File: src/rtl/ex_div_pkg.sv
// Shared definitions for the EX-stage iterative divider: FSM state encodings,
// handshake levels and the ALU opcodes that select signed/unsigned division.
package ex_div_pkg;

    // Divider FSM states (2-bit encoding)
    typedef enum logic [1:0] {
        DivFree   = 2'b00,
        DivByZero = 2'b01,
        DivOn     = 2'b10,
        DivEnd    = 2'b11
    } div_state_t;

    // start_i levels driven by EX
    localparam logic DivStart = 1'b1;
    localparam logic DivStop  = 1'b0;

    // ready_o levels
    localparam logic DivResultReady    = 1'b1;
    localparam logic DivResultNotReady = 1'b0;

    // ALU opcodes EX decodes into start_i / signed_div_i
    localparam logic [7:0] EXE_DIV_OP  = 8'b0001_1010;
    localparam logic [7:0] EXE_DIVU_OP = 8'b0001_1011;

endpackage

File: src/rtl/ex_div.sv
// Iterative restoring divider for the EX stage. Produces one quotient bit per
// clock on magnitudes, then fixes up signs in the final cycle. Result is
// {remainder, quotient} and is held while EX keeps start_i high.
module ex_div
    import ex_div_pkg::*;
#(
    parameter int WIDTH = 32
) (
    input  logic                 clk,
    input  logic                 rst,
    input  logic                 signed_div_i,
    input  logic [WIDTH-1:0]     opdata1_i,
    input  logic [WIDTH-1:0]     opdata2_i,
    input  logic                 start_i,
    input  logic                 annul_i,
    output logic [2*WIDTH-1:0]   result_o,
    output logic                 ready_o,
    output logic                 busy_o
);

    localparam int CNT_W = $clog2(WIDTH + 1);
    localparam logic [CNT_W-1:0] CNT_LAST = CNT_W'(WIDTH);
    localparam logic [CNT_W-1:0] CNT_ONE  = CNT_W'(1);

    // Two's complement negation when neg is set; used both to take operand
    // magnitudes and to restore the signs of quotient and remainder.
    function automatic logic [WIDTH-1:0] cond_negate(input logic [WIDTH-1:0] v,
                                                     input logic             neg);
        logic [WIDTH-1:0] one;
        one = {{(WIDTH-1){1'b0}}, 1'b1};
        return neg ? ((~v) + one) : v;
    endfunction

    div_state_t         state, state_nxt;
    logic [CNT_W-1:0]   cnt, cnt_nxt;
    logic [2*WIDTH-1:0] result_nxt;
    logic               ready_nxt, busy_nxt;

    // Datapath: partial remainder is one bit wider than the divisor so the
    // shifted value (up to 2*divisor-1) never overflows before the compare.
    logic [WIDTH:0]     prem, prem_nxt;
    logic [WIDTH-1:0]   quo, quo_nxt;
    logic [WIDTH-1:0]   dvs, dvs_nxt;
    logic               sign_a, sign_a_nxt;
    logic               sign_b, sign_b_nxt;

    logic [WIDTH:0]     shifted;
    logic [WIDTH:0]     diff;
    logic               fits;

    // One restoring step: bring in the next dividend bit, try subtracting.
    assign shifted = {prem[WIDTH-1:0], quo[WIDTH-1]};
    assign fits    = (shifted >= {1'b0, dvs});
    assign diff    = shifted - {1'b0, dvs};

    // Next-state, next-output and datapath update for the divider FSM
    always_comb begin
        state_nxt  = state;
        cnt_nxt    = cnt;
        result_nxt = result_o;
        ready_nxt  = ready_o;
        busy_nxt   = busy_o;
        prem_nxt   = prem;
        quo_nxt    = quo;
        dvs_nxt    = dvs;
        sign_a_nxt = sign_a;
        sign_b_nxt = sign_b;

        case (state)
            DivFree: begin
                ready_nxt  = DivResultNotReady;
                busy_nxt   = 1'b0;
                result_nxt = '0;
                // annul_i wins over start_i: a flushed instruction never starts
                if (start_i == DivStart && !annul_i) begin
                    busy_nxt = 1'b1;
                    if (opdata2_i == '0) begin
                        state_nxt = DivByZero;
                    end else begin
                        state_nxt  = DivOn;
                        cnt_nxt    = '0;
                        prem_nxt   = '0;
                        sign_a_nxt = signed_div_i & opdata1_i[WIDTH-1];
                        sign_b_nxt = signed_div_i & opdata2_i[WIDTH-1];
                        quo_nxt    = cond_negate(opdata1_i, signed_div_i & opdata1_i[WIDTH-1]);
                        dvs_nxt    = cond_negate(opdata2_i, signed_div_i & opdata2_i[WIDTH-1]);
                    end
                end
            end

            DivByZero: begin
                busy_nxt = 1'b0;
                if (annul_i) begin
                    state_nxt = DivFree;
                end else begin
                    state_nxt  = DivEnd;
                    ready_nxt  = DivResultReady;
                    result_nxt = '0;
                end
            end

            DivOn: begin
                if (annul_i) begin
                    state_nxt = DivFree;
                    busy_nxt  = 1'b0;
                end else if (cnt == CNT_LAST) begin
                    // Quotient negative iff signs differ; remainder follows dividend
                    state_nxt  = DivEnd;
                    busy_nxt   = 1'b0;
                    ready_nxt  = DivResultReady;
                    result_nxt = {cond_negate(prem[WIDTH-1:0], sign_a),
                                  cond_negate(quo, sign_a ^ sign_b)};
                end else begin
                    prem_nxt = fits ? diff : shifted;
                    quo_nxt  = {quo[WIDTH-2:0], fits};
                    cnt_nxt  = cnt + CNT_ONE;
                end
            end

            DivEnd: begin
                // Hold the result while EX stalls; release when it drops start_i
                if (annul_i || start_i == DivStop) begin
                    state_nxt  = DivFree;
                    ready_nxt  = DivResultNotReady;
                    result_nxt = '0;
                end
            end

            default: begin
                state_nxt  = DivFree;
                ready_nxt  = DivResultNotReady;
                busy_nxt   = 1'b0;
                result_nxt = '0;
            end
        endcase
    end

    // Control state and registered outputs; reset returns to an idle divider
    always_ff @(posedge clk) begin
        if (rst) begin
            state    <= DivFree;
            cnt      <= '0;
            result_o <= '0;
            ready_o  <= DivResultNotReady;
            busy_o   <= 1'b0;
        end else begin
            state    <= state_nxt;
            cnt      <= cnt_nxt;
            result_o <= result_nxt;
            ready_o  <= ready_nxt;
            busy_o   <= busy_nxt;
        end
    end

    // Operand/working registers; only meaningful after a start is accepted
    always_ff @(posedge clk) begin
        prem   <= prem_nxt;
        quo    <= quo_nxt;
        dvs    <= dvs_nxt;
        sign_a <= sign_a_nxt;
        sign_b <= sign_b_nxt;
    end

endmodule

File: config.mk
export PLATFORM = sky130hd
export DESIGN_NAME = ex_div
export DESIGN_NICKNAME = d
export VERILOG_FILES = /design/src/rtl/ex_div_pkg.sv /design/src/rtl/ex_div.sv
export SDC_FILE = /design/constraint.sdc
export NUM_CORES = 1
export LEC_CHECK = 0
export ABC_AREA = 1
export BUFFER_PORTS_ARGS = -buffer_cell sky130_fd_sc_hd__buf_4
export CELL_PAD_IN_SITES_DETAIL_PLACEMENT = 1
export CELL_PAD_IN_SITES_GLOBAL_PLACEMENT = 2
export CORE_UTILIZATION = 33
export CTS_CLUSTER_SIZE = 20
export DETAILED_ROUTE_END_ITERATION = 8
export HOLD_SLACK_MARGIN = 0.12
export PLACE_DENSITY_LB_ADDON = 0.1
export SYNTH_ARGS = -nofsm -noshare
export SYNTH_HDL_FRONTEND = slang
export SYNTH_SLANG_ARGS = --single-unit
File: constraint.sdc
create_clock -name clk -period 4.6 [get_ports clk]
set_input_delay 0.23 -clock clk [delete_from_list [all_inputs] [get_ports clk]]
set_output_delay 0.23 -clock clk [all_outputs]
set_load 0.02 [all_outputs]
==> results of run 1 <==
==> worst max-delay path by stage <==
stage | start | to | depth (start not counted)
2_1_floorplan | opdata2_i[0] | dvs[0]$_DFFE_PP_ | 7
3_3_place_gp | state[0]$_SDFFE_PP0P_ | quo[11]$_DFFE_PP_ | 8
3_5_place_dp | state[0]$_SDFFE_PP0P_ | result_o[1]$_SDFFE_PP0P_ | 11
4_1_cts | state[0]$_SDFFE_PP0P_ | result_o[1]$_SDFFE_PP0P_ | 11
5_1_grt | state[0]$_SDFFE_PP0P_ | result_o[1]$_SDFFE_PP0P_ | 11
6_report | state[0]$_SDFFE_PP0P_ | quo[12]$_DFFE_PP_ | 8
==> routing by layer <==
| metal | global-route usage, % | wire, um | part of all wire [%] | vias to the layer above |
|---|---|---|---|---|
| met5 | 0 | 0 | 0 | - |
| met4 | 5.60 | 602 | 1.3 | 0 |
| met3 | 3.27 | 1870 | 4.0 | 33 |
| met2 | 36.1 | 19400 | 42 | 237 |
| met1 | 36.5 | 24400 | 53 | 6105 |
| li1 | - | - | - | 6455 |
==> cells in the mapped netlist, types with 2 or more instances <==
cell type | n | area [um2]
nor2_1 | 204 | 766
o21bai_1 | 9 | 67.6
o21ai_1 | 7 | 35.0
nand2_2 | 10 | 62.6
nand2_1 | 623 | 2340
edfxtp_1 | 98 | 2940
a31oi_1 | 2 | 12.5
o21ai_0 | 73 | 365
inv_1 | 266 | 998
nand4_1 | 38 | 238
nor2_2 | 3 | 18.8
dfxtp_1 | 74 | 1480
nor3_1 | 21 | 105
buf_2 | 3 | 15.0
o31ai_1 | 2 | 15.0
xnor2_1 | 16 | 140
buf_4 | 2 | 15.0
or2_2 | 4 | 25.0
ha_1 | 43 | 538
buf_6 | 6 | 67.6
nor2_4 | 5 | 56.3
nand3_1 | 163 | 816
a21oi_1 | 127 | 636
xor2_1 | 52 | 455
a22oi_1 | 2 | 15.0
o211ai_1 | 6 | 45.0
nand3b_1 | 8 | 60.1
clkbuf_1 | 34 | 128
buf_1 | 4 | 15.0
inv_2 | 8 | 30.0
or2_1 | 2 | 12.5
nor3_2 | 2 | 20.0
==> state kept, by name, summed over array words and instances (netlist names) <==
register and count:
busy_o 1, cnt 6, dvs 32, prem 32
quo 32, ready_o 1, result_o 64, sign_a 1
sign_b 1, state 2
==> logic make-up after synthesis <==
| kind of cell | after synthesis |
|---|---|
| and+or+nand+nor | 1089 |
| adders and majority gates | 44 |
| AOI/OAI and AO/OA | 234 |
| buffers and inverters | 324 |
| DFF | 172 |
| xor gates and xnor gates | 68 |
==> layout make-up <==
class                      count  share of cell area (%)
clock inverter                12                   0.740
timing repair buffer         158                    8.26
sequential                   172                    29.7
inverter                     275                    6.94
multi-input combinational   1435                    47.0
tap                          511                    4.30
clock buffer                  20                    3.08
==> power breakdown <==
| part | internal, mW | switching, mW | leakage [nW] |
|---|---|---|---|
| sequential | 2.35 | 0.629 | 1.53 |
| clock | 0.782 | 0.673 | 0.276 |
| combinational | 1.54 | 3.53 | 5.22 |
==> per-stage QoR <==
stage | cell area [um2] | worst slack, ns | hold WS (ns)
2_1_floorplan | 12700 | 1.07 | 0.329
3_3_place_gp | 14100 | 1.43 | 0.430
3_5_place_dp | 14100 | 1.24 | 0.430
4_1_cts | 14900 | 1.20 | 0.121
5_1_grt | 14900 | 0.940 | 0.132
6_report | 14900 | 1.22 | 0.139
==> worst register-to-register path, cell delays in order (launching register included) <==
cell and delay, ns:
dfxtp_1 0.34, inv_1 0.12, ha_1 0.43, buf_4 0.40, nand3_1 0.17, o21ai_0 0.10
nand3_1 0.31, inv_2 0.77, buf_4 0.41
==> flow_metrics.tcl, run 1 <==
set metrics [dict create \
    yosys.area_share.adder_pct 4.40 \
    status "finished, final reports clean" \
    post-route-period-util_pct 73.5 \
    drt-initial-drc-count 787 \
    cts_sinks 172 \
    ant_nets 0 \
    reg2regPathDepth 8 \
    synthesis.nets 2044 \
    hpwl_um 37200 \
    clk_pin_slew_ns 0.07 \
    yosysWarnings 0 \
    leakage_nw 7.03 \
    remaining_drc_errors 0 \
    synth_area_mm2 0.0127 \
    antenna_found_initial 1 \
    maxCapViolCount 0 \
    synth_edf_count 98 \
    wirelength_um 46300 \
    grt_pass1_wl_um 72000 \
    drive_gt1_share_pct 10.1 \
    period_minus_slack_ns 3.38 \
    cts_resized 0 \
    r2r-end "quo[12]$_DFFE_PP_" \
    post-cts-setup-buffers 0 \
    grt-ovfl-total 0 \
    cts_tree "yes" \
    max-clock-path-buffers 2 \
    rrSetupSlack_ns 1.22 \
    grt_usage_pct 24.2 \
    worst-path-buf-inv 4 \
    rows 71 \
    synth_cells 1931 \
    setup_viol 0 \
    worstHoldEndpoint "dvs[11]$_DFFE_PP_" \
    tightest_slew_ns 0.959 \
    maxSlewViolCount 0 \
    io_pins 135 \
    die_h_um 198 \
    path_delay_family "buffers and inverters" \
    worstPathMaxFanout 38 \
    layout_commonest_cell "nand2_1" \
    synth_compound_area_share_pct 9.82 \
    seqCellArea_mm2 0.00442 \
    critPathKind "reg2reg" \
    hold_path_class "in2reg" \
    cts-root-buf "clkbuf_16" \
    gp_congestion 0.864 \
    antenna_cells 0 \
    hp-start "opdata2_i[11]" \
    dr.pass1.iters 5 \
    vias 12800 \
    cts_buffers 17 \
    synth_seq_area_share_pct 34.9 \
    max_stage_delay_ns 0.77 \
    start_kind "register" \
    worstSetupEndpointType "register" \
    avgSynthCellArea_um2 6.57 \
    final_cell_mix "nand2_1 (622), inv_1 (265), nor2_1 (204), nand3_1 (163), buf_4 (141)" \
    wire_per_inst_um 17.9 \
    synth-seq-cells 172 \
    clock_skew_ns 0.0132 \
    powerDensity_mw_per_mm2 639 \
    finalHoldViolCount 0 \
    grt_pass1_vias 12700 \
    synth_top_family_by_area "simple AND/OR/NAND/NOR gates" \
    fin_cells 2583 \
    yosys.area_share.xor_xnor_pct 4.70 \
    slew_headroom_pct 36.0 \
    syn_to_final_growth_pct 17.4 \
    vdd_ir_drop_max_v 0.000277 \
    whs_path_depth 2 \
    yosys-mux-area-fraction_pct 0 \
    die_x_um 198 \
    initial_core_util_pct 33.6 \
    finalCoreUtilization_pct 39.4 \
    ys.flop_type "edfxtp_1" \
    async_reset_ff_share_pct 0 \
    finalPower_mw 9.51 \
    synthSimpleGateAreaFrac_pct 36.2 \
    numPortBuffers 134 \
    fmax_ghz 0.296 \
    postCtsHoldBufs 17 \
    rsz0062_at_grt "no" \
    grt_max_degree 71 \
    required_ns 4.74 \
    fin_nets 2172 \
    core-area_mm2 0.0378 \
    multi_input_area_mm2 0.00699 \
    cp_cell_sequence "inv_1, ha_1, buf_4, nand3_1, o21ai_0, nand3_1, inv_2, buf_4" \
    synth.distinct_cells 46 \
    num-fill-cells 4957 \
    clk_latency_ns 0.46 \
    finalSetupTns_ns 0 \
    vias_per_cell 4.97 \
    die-area_mm2 0.0392 \
    crit_slowest_cell "inv_2" \
    htree_levels 4 \
    dp_cells 2534 \
    reg2reg_from "state[0]$_SDFFE_PP0P_" \
    critPathArrivalTime_ns 3.52 \
]
No activity file was read; power rests on OpenSTA's default activity.
==> run 2, diff against run 1 <==
clock period = 3.5 ns   (was 4.6 ns; I/O delays follow)
==> run 2 against run 1 <==
  * Critical path depth increased by 3
  * Largest power group unchanged
  * Count of clock-buffer cells in the layout increased by 4
  * Largest cell class unchanged
  * Clock skew decreased by 0.0016 ns
  * Die area unchanged
  * Critical endpoint is now result_o[23]$_SDFFE_PP0P_
  * Worst hold slack improved by 0.0081 ns
  * Sequential share of layout area decreased by 0.47 points
  * Via count increased by 0.87%
  * Combinational power increased by 35%
  * Sequential power increased by 31%
  * Worst setup slack got worse by 0.58 ns
  * Critical path type unchanged
  * Global-route usage increased by 0.42 points
==> flow_metrics.tcl, run 2 (synthesized netlist as in run 1, its figures left out) <==
set metrics [dict create \
    worst-path-buf-inv 4 \
    cts_resized 0 \
    initial_core_util_pct 33.6 \
    grt_usage_pct 24.7 \
    layout_commonest_cell "nand2_1" \
    leakage_nw 7.15 \
    grt_max_degree 66 \
    cts_sinks 172 \
    critPathArrivalTime_ns 3.24 \
    syn_to_final_growth_pct 19.3 \
    power_frac_comb_pct 53.8 \
    worstSetupEndpointType "register" \
    ant_nets 0 \
    clk_latency_ns 0.46 \
    largest_register_ffs 64 \
    clock_skew_ns 0.0116 \
    internal_power_mw 6.29 \
    cts-root-buf "clkbuf_16" \
    finalInstanceArea_mm2 0.0151 \
    r2r-end "result_o[23]$_SDFFE_PP0P_" \
    hold_path_class "in2reg" \
    fin_nets 2190 \
    period_minus_slack_ns 2.86 \
    cp_cell_sequence "inv_1, ha_1, or2_1, a21boi_1, nand2_2, inv_2, nand2_2, inv_2, buf_4, nand3_1, a21oi_1" \
    whs_path_depth 3 \
    maxCapViolCount 0 \
    finalSetupTns_ns 0 \
    rrSetupSlack_ns 0.64 \
    core-area_mm2 0.0378 \
    gp_congestion 0.910 \
    hpwl_um 37900 \
    maxSlewViolCount 0 \
    numPortBuffers 134 \
    wire_per_inst_um 18.1 \
    clk_pin_slew_ns 0.07 \
    start_kind "register" \
    status "finished, final reports clean" \
    grt_pass1_vias 12800 \
    io_pins 135 \
    vias 12900 \
    reg2reg_from "state[0]$_SDFFE_PP0P_" \
    max-clock-path-buffers 2 \
    htree_levels 4 \
    num-fill-cells 4907 \
    rows 71 \
    remaining_drc_errors 0 \
    slew_headroom_pct 41.3 \
    drive_gt1_share_pct 10.5 \
    rsz0062_at_grt "no" \
    switching_share_pct 50.5 \
    vias_per_cell 4.98 \
    critPathKind "reg2reg" \
    worstPathMaxFanout 30 \
    p_switching_mw 6.43 \
    grt-ovfl-total 0 \
    wirelength_um 47000 \
    max_stage_delay_ns 0.59 \
    path_delay_family "buffers and inverters" \
    reg2regPathDepth 11 \
    antenna_cells 0 \
    tightest_slew_ns 0.879 \
    postPlaceCellArea_mm2 0.0142 \
    grt_pass1_wl_um 73500 \
    cts_buffers 17 \
    seqPwrFrac_pct 30.6 \
    die-area_mm2 0.0392 \
    antenna_found_initial 0 \
    powerDensity_mw_per_mm2 841 \
    crit_slowest_cell "inv_2" \
    required_ns 3.88 \
    dr.pass1.iters 5 \
    worstHoldEndpoint "quo[0]$_DFFE_PP_" \
    hp-start "opdata1_i[0]" \
    fmax_ghz 0.350 \
    die_h_um 198 \
    regMostFlops "result_o" \
    drt-initial-drc-count 836 \
    cts_tree "yes" \
    vdd_ir_drop_max_v 0.000402 \
    pwr-share-clk_pct 15.7 \
    finalHoldViolCount 0 \
    die_x_um 198 \
    setup_viol 0 \
    final_cell_mix "nand2_1 (622), inv_1 (265), nor2_1 (204), nand3_1 (163), buf_4 (145)" \
    post-route-period-util_pct 81.7 \
]
-- run 2: cell types whose count changed in the layout (fill, tap and decap cells not counted), moves of 2 or more --
cell and delta:
clkbuf_1 -2, buf_12 +2, clkbuf_16 +2, dlygate4sd3_1 +12, clkinvlp_4 -2, buf_4 +4, clkbuf_8 +4
-- run 2: tightest hold or removal path: cells and delay by family --
kind / cells / cell delay, ns
buffers and inverters: 2 / 0.18
AOI/OAI and AO/OA: 1 / 0.14
-- run 2: cell type report --
type	instances	area, um2	area share (%)
repair buffers	176	1420	9.38
well taps	511	639	4.23
inverters	275	1030	6.83
flip-flops and latches	172	4420	29.3
clock inverters	8	62.6	0.414
clock buffers	24	556	3.67
multi-input cells	1435	6990	46.2
-- run 2: worst max-delay path by stage --
stage | start | endpoint | slack, ns | cells after the start
final | state[0]$_SDFFE_PP0P_ | result_o[23]$_SDFFE_PP0P_ | 0.64 | 11
after global routing | state[0]$_SDFFE_PP0P_ | result_o[28]$_SDFFE_PP0P_ | 0.37 | 11
after CTS | state[0]$_SDFFE_PP0P_ | result_o[23]$_SDFFE_PP0P_ | 0.66 | 11
after detailed placement | state[0]$_SDFFE_PP0P_ | result_o[23]$_SDFFE_PP0P_ | 0.68 | 11
after global placement | prem[6]$_SDFFCE_PN0P_ | prem[20]$_SDFFCE_PN0P_ | 0.69 | 12
after floorplan | state[0]$_SDFFE_PP0P_ | dvs[0]$_DFFE_PP_ | 0.0005 | 4
-- run 2: routing by layer --
| layer | wire length (um) | global-route usage [%] |
|---|---|---|
| met5 | 0 | 0 |
| met4 | 704 | 6.32 |
| met3 | 1580 | 2.61 |
| met2 | 19800 | 36.7 |
| met1 | 25000 | 37.4 |
-- run 2: power groups by stage --
stage	sequential (mW)	combinational (mW)	clock, mW
after detailed placement	3.92	6.78	0
final	3.89	6.83	2.00
after global routing	3.96	7.68	2.10
after CTS	3.88	6.85	2.04
after global placement	3.91	6.70	0
after floorplan	3.79	4.38	0
-- run 2: timing repair --
| action | CTS | global route |
|---|---|---|
| setup buffers | 0 | 0 |
| hold buffers | 29 | 0 |
| endpoints found under the hold margin | 28 | 0 |
-- run 2: stage by stage --
stage                     total power [mW]  hold slack (ns)  cells  setup WS, ns  util (%)
after floorplan                       8.17            0.274   1931      0.000532         -
after global placement                10.6            0.382   2540         0.688      37.7
after detailed placement              10.7            0.382   2540         0.677      37.7
after CTS                             12.8            0.121   2601         0.661      40.1
after global routing                  13.7            0.160   2601         0.371      40.1
final                                 12.7            0.147   2601         0.640      40.1
